### src/rtl/core_pkg.sv
// Shared core-wide widths and types for the integer datapath.
package core_pkg;

  localparam int unsigned XLEN       = 32;
  localparam int unsigned REG_ADDR_W = 5;
  localparam int unsigned NUM_REGS   = 2 ** REG_ADDR_W;

  typedef logic [REG_ADDR_W-1:0] reg_addr_t;
  typedef logic [XLEN-1:0]       xlen_t;

endpackage

### src/rtl/regfile_read_port.sv
// One combinational read port: indexed read, x0 forced to zero, and optional
// write-through forwarding when REGFILE_BYPASS_EN is defined.
module regfile_read_port
  import core_pkg::*;
#(
  parameter int unsigned DATA_W = XLEN,
  parameter int unsigned ADDR_W = REG_ADDR_W
) (
  input  logic [2**ADDR_W-1:0][DATA_W-1:0] regs,
  input  logic [ADDR_W-1:0]                raddr,
  input  logic [ADDR_W-1:0]                waddr,
  input  logic [DATA_W-1:0]                wdata,
  input  logic                             we,
  output logic [DATA_W-1:0]                rdata
);

`ifndef REGFILE_BYPASS_EN
  logic unused_bypass;
  assign unused_bypass = ^{waddr, wdata, we};
`endif

  always_comb begin
    rdata = regs[raddr];
`ifdef REGFILE_BYPASS_EN
    if (we && (waddr != '0) && (waddr == raddr)) begin
      rdata = wdata;
    end
`endif
    // x0 check last so neither storage nor forwarding can leak a nonzero value.
    if (raddr == '0) begin
      rdata = '0;
    end
  end

endmodule

### src/rtl/regfile_2r1w.sv
// Integer register file, 2 async read ports and 1 sync write port, x0 hardwired
// to zero. Define REGFILE_BYPASS_EN for same-cycle write-to-read forwarding.
module regfile_2r1w
  import core_pkg::*;
#(
  parameter int unsigned DATA_W = XLEN,
  parameter int unsigned ADDR_W = REG_ADDR_W
) (
  input  logic              clk,
  input  logic              rst_n,
  input  logic [ADDR_W-1:0] rs1,
  input  logic [ADDR_W-1:0] rs2,
  input  logic [ADDR_W-1:0] rd,
  input  logic [DATA_W-1:0] writedata,
  input  logic              regwrite,
  output logic [DATA_W-1:0] readdata1,
  output logic [DATA_W-1:0] readdata2
);

  localparam int unsigned NumRegs = 2 ** ADDR_W;

  logic [NumRegs-1:0][DATA_W-1:0] regs_q;

  always_ff @(posedge clk or negedge rst_n) begin
    if (!rst_n) begin
      regs_q <= '0;
    end else if (regwrite && (rd != '0)) begin
      regs_q[rd] <= writedata;
    end
  end

  regfile_read_port #(
    .DATA_W (DATA_W),
    .ADDR_W (ADDR_W)
  ) u_read_port1 (
    .regs  (regs_q),
    .raddr (rs1),
    .waddr (rd),
    .wdata (writedata),
    .we    (regwrite),
    .rdata (readdata1)
  );

  regfile_read_port #(
    .DATA_W (DATA_W),
    .ADDR_W (ADDR_W)
  ) u_read_port2 (
    .regs  (regs_q),
    .raddr (rs2),
    .waddr (rd),
    .wdata (writedata),
    .we    (regwrite),
    .rdata (readdata2)
  );

endmodule

### config.mk
export PLATFORM = sky130hd
export DESIGN_NAME = regfile_2r1w
export DESIGN_NICKNAME = d
export VERILOG_FILES = /design/src/rtl/core_pkg.sv /design/src/rtl/regfile_read_port.sv /design/src/rtl/regfile_2r1w.sv
export SDC_FILE = /design/constraint.sdc
export NUM_CORES = 2
export LEC_CHECK = 0
export ABC_AREA = 1
export ABC_CLOCK_PERIOD_IN_PS = 1860
export CAP_MARGIN = 10
export CORE_MARGIN = 2
export CORE_UTILIZATION = 35
export CTS_CLUSTER_SIZE = 12
export DETAILED_ROUTE_END_ITERATION = 16
export PLACE_DENSITY = 0.49
export SLEW_MARGIN = 20
export SYNTH_ARGS = -nofsm -noshare
export SYNTH_HDL_FRONTEND = slang
export SYNTH_SLANG_ARGS = --single-unit
### constraint.sdc
create_clock -name clk -period 1.86 [get_ports clk]
set_input_delay 0.372 -clock clk [delete_from_list [all_inputs] [get_ports clk]]
set_output_delay 0.372 -clock clk [all_outputs]
set_load 0.005 [all_outputs]
==> impl_metrics.json <==
{
  "ys.warnings.count": 0,
  "maxCapViolCount": 0,
  "holdWs_ps": 140,
  "status": "finished with violations",
  "multi_input_area_mm2": 0.0298,
  "tightestPinTransition_ps": 733,
  "std_cell_rows": 147,
  "grt_max_degree": 83,
  "largest_reg_flops": 1024,
  "portBuffers": 113,
  "root_buffer": "clkbuf_16",
  "relSlewSlack_pct": 51.2,
  "ys_ff_latch": 1024,
  "path_max_fanout": 3,
  "area_growth_pct": 36.0,
  "crit_chain": "nand2_1 > nand3_1 > nand3_2 > nand2_1 > nand2_1 > nand3_2 > nand2_2 > nor2_4 > buf_6 > buf_6",
  "reg2reg_to": "regs_q[941]",
  "crit_arrival_ps": 2290,
  "crit_path_start": "regs_q[1003]",
  "core_area_mm2": 0.160,
  "period_needed_ps": 2660,
  "ioPinCount": 114,
  "power_density_mw_per_mm2": 975,
  "fp.dieW_um": 405,
  "violations": "setup timing",
  "layout-drive-gt1-share_pct": 21.8,
  "crit_required_ps": 1490,
  "dr.pass1.iters": 8,
  "setup_ws_ps": -801,
  "crit_path_top_delay_cell": "dfrtp_1",
  "ant_nets": 0,
  "timing.final.crit_share_pct": 143,
  "die_area_mm2": 0.164,
  "synth_cell_types": 17,
  "cts_buffer_depth": 3,
  "critical-path-top-delay-family": "simple AND/OR/NAND/NOR gates",
  "path_class": "reg2out",
  "clkLatencyLatePin_ps": 760,
  "globalplace.congestion": 0.910,
  "cp_slowest_stage_delay_ps": 380,
  "hpwl_um": 171000,
  "syn_nets": 8342,
  "cts-buffers-inserted": 130,
  "synth_top_cell_by_area": "dfrtp_1",
  "yosys.area.top_type_share_pct": 45.5,
  "top_register": "regs_q",
  "reg2reg_setup_slack_ps": 840,
  "num_vias": 61398,
  "clk_pin_slew_ps": 60,
  "nNetsFinal": 8957,
  "fmaxAchievable_mhz": 376,
  "r2r.worst_path.cells": 5,
  "critPathCaptureType": "output port",
  "timing.critical_path.mode_cell": "nand2_1",
  "stdcell_area_mm2": 0.0766,
  "vias_per_cell": 5.50,
  "synth.area.top_cells": "dfrtp_1 46%, nand2_1 22%, nand3_1 12%, o21ai_0 8.7%, clkbuf_1 4.1%",
  "die_height_um": 405,
  "first_global_vias": 57878,
  "postPlaceCellArea_mm2": 0.0686,
  "hold_violations": 0,
  "synth_cells": 8292,
  "crit_cells": 10,
  "grtUsageTotal_pct": 32.1,
  "syn_area_mm2": 0.0563,
  "grt_first_pass_wirelength_um": 392000,
  "peakVddDrop_uv": 915,
  "cts_max_level": 4,
  "final_common_cell": "nand2_1",
  "start_kind": "flip-flop",
  "n_fill_cell": 15913,
  "r2r-start": "regs_q[941]",
  "totalWireLength_um": 267000,
  "overflow": 0,
  "leakagePower_nw": 36.5,
  "worst-path-buf-inv": 2,
  "skew_ps": 0,
  "antenna_found_initial": 3,
  "rsz0062_at_grt": "yes",
  "routedWlPerCell_um": 23.9,
  "finalSetupViolations": 64,
  "largestRegisters": "regs_q: 1024 flops",
  "synth_seq_area_share_pct": 45.5,
  "crit_path_end": "readdata2[11]",
  "tritoncts": "built",
  "drtIter0Drc": 6948,
  "slew_violations": 0,
  "final_util_pct": 47.8,
  "drc": 0,
  "initial_utilization_pct": 35.1,
  "min_path_type": "in2async",
  "final_cell_mix": "3138 x nand2_1, 1158 x nand3_1, 1024 x dfrtp_1",
  "avgSynthCellArea_um2": 6.79,
  "cts.sinks": 1024,
  "seq_area_mm2": 0.0256
}
==> layer usage <==
metal / GRT usage (%) / wire (µm)
met4: 12.3 / 11700
met2: 49.8 / 118000
met1: 44.9 / 115000
met5: 0 / 0
met3: 4.96 / 22400
==> cells by family (layout without fill, tap and decap cells) <==
group	after synthesis	in the layout	share of synthesized area, %
simple gates	5161	5161	37.5
flops	1024	1024	45.5
other cells	0	3	0
compound gates	1260	1260	11.2
buf+inv	847	1559	5.78
==> area by class of cell <==
cell class / instances / share of cell area, %
inverters: 90 / 0.525
repair buffers: 1240 / 18.0
clock buffers: 192 / 5.00
multi-input cells: 6421 / 38.9
clock inverters: 37 / 0.572
flip-flops and latches: 1024 / 33.5
well taps: 2160 / 3.53
diodes: 3 / 0.00980
==> what timing repair did <==
item / CTS / global route
pin swaps: 361 / 348
resized for setup: 716 / 372
hold buffers: 1 / 0
cloned: 2 / 2
endpoints found under the setup margin: 64 / 64
hold endpoints to repair: 383 / 0
setup buffers: 101 / 52
==> synth_stat cells <==
library cell	n
dfrtp_1	1024
clkinv_1	4
buf_1	86
clkbuf_1	611
inv_2	3
nand3_1	1362
o21ai_0	978
nor2_1	437
nor3_1	10
a21oi_1	282
buf_2	60
nand2_1	3342
nor3b_1	1
nor2_2	4
nand2_2	4
inv_1	83
nor4_2	1
==> metrics by stage <==
stage                     power (mW)  instances  setup TNS [ps]  setup WS [ps]
after global routing            78.5      11164          -42950           -864
after floorplan                 38.3       8292            -178          -6.19
after CTS                       73.8      11117          -40150           -813
after global placement          46.2      10800         -397710          -1700
after detailed placement        46.5      10800         -396370          -1660
final                           74.6      11167          -36650           -801
==> how the worst min path moves through the flow <==
| stage | from | to | slack, ps | cells past startpoint |
|---|---|---|---|---|
| after CTS | rst_n | regs_q[962] | 100 | 2 |
| final | rst_n | regs_q[266] | 140 | 2 |
| after floorplan | rst_n | regs_q[0] | 80 | 0 |
| after global routing | rst_n | regs_q[266] | 130 | 2 |
| after global placement | rst_n | regs_q[266] | 340 | 1 |
| after detailed placement | rst_n | regs_q[266] | 340 | 1 |
==> power breakdown <==
part	internal [mW]	switching (mW)
registers	26.5	3.29
clock network	15.2	10.7
logic	8.82	10.1
(Power assumes the default switching activity.)
